--- config.mk ---
export PLATFORM = sky130hd
export DESIGN_NAME = sw_debounce
export DESIGN_NICKNAME = d
export VERILOG_FILES = /design/src/rtl/sw_debounce.sv
export SDC_FILE = /design/constraint.sdc
export NUM_CORES = 1
export LEC_CHECK = 0
export CAP_MARGIN = 20
export CELL_PAD_IN_SITES_DETAIL_PLACEMENT = 2
export CELL_PAD_IN_SITES_GLOBAL_PLACEMENT = 2
export CORE_MARGIN = 2
export CORE_UTILIZATION = 34
export CTS_CLUSTER_SIZE = 40
export DETAILED_ROUTE_END_ITERATION = 6
export PLACE_DENSITY_LB_ADDON = 0.05
export SYNTH_ARGS = -nofsm -noshare
export SYNTH_HDL_FRONTEND = slang
export SYNTH_SLANG_ARGS = --single-unit
--- constraint.sdc ---
create_clock -name clk_i -period 1.8 [get_ports clk_i]
set_input_delay 0.54 -clock clk_i [delete_from_list [all_inputs] [get_ports clk_i]]
set_output_delay 0.54 -clock clk_i [all_outputs]
set_load 0.05 [all_outputs]
--- src/rtl/sw_debounce.sv ---
// sw_debounce: two-flop synchronised per-bit switch debouncer; a level is accepted
// only after STABLE_TICKS consecutive prescaler ticks of mismatch, with edge pulses.
module sw_debounce #(
  parameter int WIDTH        = 16,
  parameter int TICK_DIV     = 100000,
  parameter int STABLE_TICKS = 4
) (
  input  logic             clk_i,
  input  logic             rst_i,
  input  logic [WIDTH-1:0] sw_i,
  output logic [WIDTH-1:0] out_o,
  output logic [WIDTH-1:0] rise_o,
  output logic [WIDTH-1:0] fall_o,
  output logic             change_o
);
  localparam int PW = TICK_DIV > 1 ? $clog2(TICK_DIV) : 1;
  localparam int CW = $clog2(STABLE_TICKS + 1);
  logic [WIDTH-1:0]         r_s1, r_s2;
  logic [PW-1:0]            r_pre;
  logic [WIDTH-1:0][CW-1:0] r_cnt, w_cnt_nxt;
  logic [WIDTH-1:0]         w_acc;
  logic                     w_tick;
  assign w_tick = r_pre == PW'(TICK_DIV - 1);
  // any cycle where s2 matches out discards the partial count, tick or not
  always_comb begin
    w_acc     = '0;
    w_cnt_nxt = r_cnt;
    for (int n = 0; n < WIDTH; n++) begin
      w_acc[n]     = w_tick && (r_s2[n] != out_o[n]) && (r_cnt[n] == CW'(STABLE_TICKS - 1));
      w_cnt_nxt[n] = (r_s2[n] == out_o[n] || w_acc[n]) ? '0 : w_tick ? r_cnt[n] + CW'(1) : r_cnt[n];
    end
  end
  always_ff @(posedge clk_i or negedge rst_i) begin
    if (!rst_i) begin
      r_s1     <= '0;
      r_s2     <= '0;
      r_pre    <= '0;
      r_cnt    <= '0;
      out_o    <= '0;
      rise_o   <= '0;
      fall_o   <= '0;
      change_o <= 1'b0;
    end else begin
      r_s1     <= sw_i;
      r_s2     <= r_s1;
      r_pre    <= w_tick ? '0 : r_pre + PW'(1);
      r_cnt    <= w_cnt_nxt;
      out_o    <= out_o ^ w_acc;
      rise_o   <= w_acc & r_s2;
      fall_o   <= w_acc & ~r_s2;
      change_o <= |w_acc;
    end
  end
endmodule

Word level (Yosys, flattened, before mapping)
Index checks and enable logic that the tools add are counted.
W data, S select, Z words.
{"block": "word_totals", "ff_bits": 146, "input_bits": 18, "out_inout_bits": 49, "wordCells": 191}
{"block": "classes", "add_sub_neg": 17, "eq_ne": 49, "mux": 33, "bitwise_logic": 4, "n_reduce_logical": 65}
{"operator": "$mux W3", "count": 32}
{"operator": "$add A3 B1 Y3 const B", "count": 16}
{"operator": "$eq A3 B2 Y1 const B", "count": 16}
{"operator": "$and A16 B16 Y16", "count": 2}
{"operator": "$logic_and A1 B1 Y1", "count": 32}
{"operator": "$reduce_bool A2 Y1", "count": 16}
{"operator": "$add A17 B1 Y17 const B", "count": 1}
{"operator": "$eq A17 B17 Y1 const B", "count": 1}
{"operator": "$mux W17", "count": 1}
{"operator": "$eq A1 B1 Y1", "count": 16}
{"operator": "$logic_or A1 B1 Y1", "count": 16}
{"operator": "$ne A1 B1 Y1", "count": 16}
{"operator": "$not A16 Y16", "count": 1}
{"operator": "$reduce_or A16 Y1", "count": 1}
{"operator": "$xor A16 B16 Y16", "count": 1}

Longest topological paths before layout
{"block": "depth", "depth_word": 5, "depth_mapped": 8, "depth_no_buf": 7}

Worst setup path after synthesis
Ideal clock, no wire load.
{"block": "synth_path", "kind": "register to register", "start": "reg r_pre[0]", "end": "reg out_o[6]", "arrival_ns": 1.656, "required_time_ns": 1.675, "path_slack_ns": 0.019, "stages_incl_launch_ff": 9, "n_path_buf": 2, "synth_period_minus_slack_ns": 1.781, "cell_sequence": "dfrtp_1 ha_1 and4_1 buf_2 nand2_2 nor2_8 buf_12 nand2_4 mux2_4"}
{"block": "synth_via", "elab_chain_len": 4}
{"element": "start: declaration", "line": "19", "text": "logic [PW-1:0] r_pre;"}
{"element": "start signal: assignment", "line": "46", "text": "r_pre <= w_tick ? '0 : r_pre + PW'(1);"}
{"element": "$eq A17 B17 Y1", "line": "23", "text": "assign w_tick = r_pre == PW'(TICK_DIV - 1);"}
{"element": "$logic_and A1 B1 Y1 (2 in a row)", "line": "29", "text": "w_acc[n] = w_tick && (r_s2[n] != out_o[n]) && (r_cnt[n] == CW'(STABLE_TICKS - 1));"}
{"element": "$xor A16 B16 Y16", "line": "48", "text": "out_o <= out_o ^ w_acc;"}
{"element": "end signal: assignment", "line": "48"}
{"element": "end: declaration", "line": "11", "text": "output logic [WIDTH-1:0] out_o,"}
No other way between the ends.
A chain may end at the register's enable or synchronous reset.

Final worst setup path
{"block": "layout_path", "start": "reg r_pre[8]", "end": "reg r_cnt[19] (netlist bit)"}
{"block": "layout_via", "elab_chain_len": 5}
{"element": "$eq A17 B17 Y1 *", "line": "23"}
{"element": "$logic_and A1 B1 Y1 (2 in a row)", "line": "29"}
{"element": "$logic_or A1 B1 Y1", "line": "30", "text": "w_cnt_nxt[n] = (r_s2[n] == out_o[n] || w_acc[n]) ? '0 : w_tick ? r_cnt[n] + CW'(1) : r_cnt[n];"}
{"element": "$mux W3 or $reduce_bool A2 Y1 (tied branches)"}
{"element": "end signal: assignment", "line": "47", "text": "r_cnt <= w_cnt_nxt;"}
{"element": "end: declaration", "line": "20", "text": "logic [WIDTH-1:0][CW-1:0] r_cnt, w_cnt_nxt;"}
Mark *: on every way between the ends. The rest lies on a longest branch, timed or not.

==> results.py <==
metrics = {
    "outcome": {
        "status": "complete, but fails checks",
        "failed_checks": "negative setup slack",
    },
    "clocking": {
        "tritoncts.num_buffers": 17,
        "insertion_delay_ns": 0.43,
        "tritoncts_num_sinks": 146,
        "clock_path_buffers": 2,
        "tritoncts": "yes",
        "clk_transition_reported_paths_ns": 0.07,
        "cts.htree.levels": 4,
        "root_buffer": "clkbuf_16",
    },
    "synth": {
        "ys_ff_latch": 146,
        "mappedNetlistNets": 565,
        "postSynthAreaPerCell_um2": 11.96,
        "yosys-top-cells-area": "dfrtp_1 59%, ha_1 6.7%, nor3b_1 5.9%",
        "ys.warnings.count": 0,
        "ys_types": 32,
        "syn_area_um2": 6148,
        "ys_seq_area_frac": 0.5942,
        "synth_largest_area_cell": "dfrtp_1",
        "postSynthCellCount": 514,
        "synth_largest_type_area_fraction": 0.5942,
    },
    "worst_hold_path": {
        "worstHoldPathType": "in2async",
    },
    "sta": {
        "report.final.setup_viol": 6,
        "hold_viol_final": 0,
        "grt_setup_unrepaired": "yes",
        "timing_max_transition_violations_final": 0,
        "worst_slew_pin_slew_ns": 0.4376,
        "fmax_ghz": 0.5517,
        "relSlewSlack": 0.7072,
        "worst_hold_slack_ns": 0.01008,
        "timing.final.crit_period_ns": 1.813,
        "finalClockSkew_ns": 0.009894,
        "post-route-period-util": 1.007,
        "finalWorstSetupSlack_ns": -0.01270,
    },
    "pwr": {
        "powerDensity_nw_per_um2": 793.4,
        "total_leakage_power_uw": 0.004178,
        "vdd_ir_drop_max_mv": 0.7124,
        "power.switching_fraction": 0.2338,
        "cellInternalPower_uw": 5479,
        "p_comb_frac": 0.027,
        "net-switching-power_uw": 1672,
        "total_power_uw": 7151,
        "p_clk_frac": 0.505,
        "pwr-share-seq": 0.468,
    },
    "setup_path": {
        "timing.critical_path.from": "r_pre[8]",
        "worstReg2RegStart": "r_pre[8]",
        "worst-endpoint-required_ns": 2.16,
        "worst-path-max-fanout": 10,
        "timing.critical_path.arrival_ns": 2.17,
        "critPathKind": "reg2reg",
        "crit_path_end_kind": "flip-flop",
        "critPathLaunchType": "flip-flop",
    },
    "global_route": {
        "via_count_of_the_first_global_routing_pass": 5141,
        "pin_count_of_the_biggest_net_entering_global_routing": 53,
        "grt_antenna_before_repair": 0,
        "grt_overflow_total": 0,
        "grt_pass1_wl_um": 27250,
        "grt.total_usage": 0.1793,
    },
    "floorplanning": {
        "die-area_um2": 19180,
        "floorplan.initialDensity": 0.3446,
        "boundaryPins": 67,
        "core_area_um2": 17840,
        "die_w_um": 138.5,
        "row_count": 49,
        "fp.dieH_um": 138.5,
    },
    "drt": {
        "total_wire_length_um": 17070,
        "remaining_drc_errors": 0,
        "viasPerCell": 4.917,
        "first_iter_violations": 131,
        "drt.antenna.violating_nets": 0,
        "vias": 4484,
        "detail_route.first_pass.iterations": 4,
        "post_drt_wl_per_cell_um": 18.72,
    },
    "final_layout": {
        "final_layout_net_count": 721,
        "fraction_of_the_core_area_covered_by_cells_at_the_end_of_the_flow": 0.5052,
        "most_common_cell_after_layout_fill_and_taps_aside": "dfrtp_1",
        "insertedDiodeCount": 0,
        "drive_gt1_frac": 0.3851,
        "area_added_between_synthesis_and_finish_pct": 46.58,
        "mostFrequentLayoutCells": "145 x dfrtp_1, 95 x buf_4, 54 x nor2_1",
        "final-instance-count-excl-fill": 912,
    },
    "placed_design": {
        "number_of_input_and_output_port_buffers_inserted": 66,
        "hpwl_after_detailed_placement_um": 10410,
        "final_replace_weighted_congestion": 0.7944,
        "dp.cells": 861,
        "post-place-ws_ns": -0.1068,
    },
    "flow_run": {
        "max_cap_viol_count": 0,
    },
}
## synthesized netlist by cell type
cell,instances
clkbuf_1,5
o22ai_1,4
xor2_1,5
nor3b_1,48
nor2_1,56
o21ai_0,2
and4_4,1
mux2_2,7
nor4bb_1,1
xnor2_1,24
and4_1,2
nor2_8,1
a21oi_1,49
inv_1,32
nand2_2,1
and2_1,2
and4bb_1,1
mux2i_1,1
nor4b_1,2
nand4_1,6
nand4_4,1
ha_1,33
dfrtp_1,146
nor3_1,34
nand2_4,9
mux2_4,9
a221oi_1,4
nand2_1,13
nand3_1,6
buf_2,6
or3_1,2
buf_12,1
## registers in the layout, summed over array words and instances, names as in the netlist
signal,flops
change_o,1
fall_o,16
out_o,16
r_cnt,48
r_pre,17
r_s1,16
r_s2,16
rise_o,16
## critical path, cell delays in order, from the launching register on
cell and delay, ns:
dfrtp_1 0.40, buf_6 0.14, nor4bb_4 0.27, nand4_1 0.19
buf_6 0.20, buf_12 0.16, nor3b_4 0.21, a21oi_2 0.05
nor2_1 0.12
## area by class of cell
| type | count | area, um^2 |
|---|---|---|
| fillers | 1706 | 8828 |
| flip-flops and latches | 146 | 3655 |
| multi-input cells | 324 | 2731 |
| repair buffers | 149 | 1624 |
| clock buffers | 17 | 425.4 |
| well taps | 229 | 286.5 |
| clock inverters | 15 | 170.2 |
| inverters | 32 | 120.1 |
## layer usage
metal / wire length (um) / vias to the layer above / track usage
met3: 539 / 17 / 0.04607
met5: 0 / - / 0
met1: 6945 / 2317 / 0.2096
met4: 242 / 0 / 0.04672
met2: 9343 / 68 / 0.3275
li1: - / 2082 / -
## stage by stage
step           cell area, um^2  TNS (ns)
2_1_floorplan             6148         0
3_3_place_gp              7674  -0.04500
3_5_place_dp              7674   -0.6835
4_1_cts                   8594  -0.02756
5_1_grt                   9012    -4.159
6_report                  9012  -0.04050
## path summary, 6_finish.rpt
kind                             end  slack (ns)  cells past startpoint
setup / recovery           r_cnt[19]       -0.01                      8
hold / removal             r_cnt[42]        0.01                      1
setup reg to reg           r_cnt[19]       -0.01                      8
hold reg to reg              r_s2[8]        0.35                      0
max in group asynchronous  r_cnt[27]        1.19                      2
min in group clk_i           r_s2[8]        0.35                      0
## kinds of logic after synthesis
family	count (synthesis)	share of synthesized area
AOI/OAI and AO/OA	59	0.05128
muxes	17	0.03643
adders and majority gates	33	0.06716
DFF	146	0.5942
xor gates and xnor gates	29	0.04131
buffers and inverters	44	0.03073
and+or+nand+nor	186	0.1789
## power groups by stage
stage | sequential (uW) | clock [uW] | combinational (uW)
3_3_place_gp | 3400 | 0 | 193
5_1_grt | 3350 | 3850 | 219
2_1_floorplan | 3400 | 0 | 34.5
6_report | 3350 | 3610 | 195
4_1_cts | 3340 | 3700 | 202
3_5_place_dp | 3410 | 0 | 199
## timing repair
item,4_1_cts,5_1_grt
endpoints found under the hold margin,0,0
hold buffers,0,0
setup endpoints to repair,40,81
cloned,3,4
pin swaps,11,35
gates resized for setup,41,61
buffers inserted,7,5
Power figures use the tool's default switching activity.
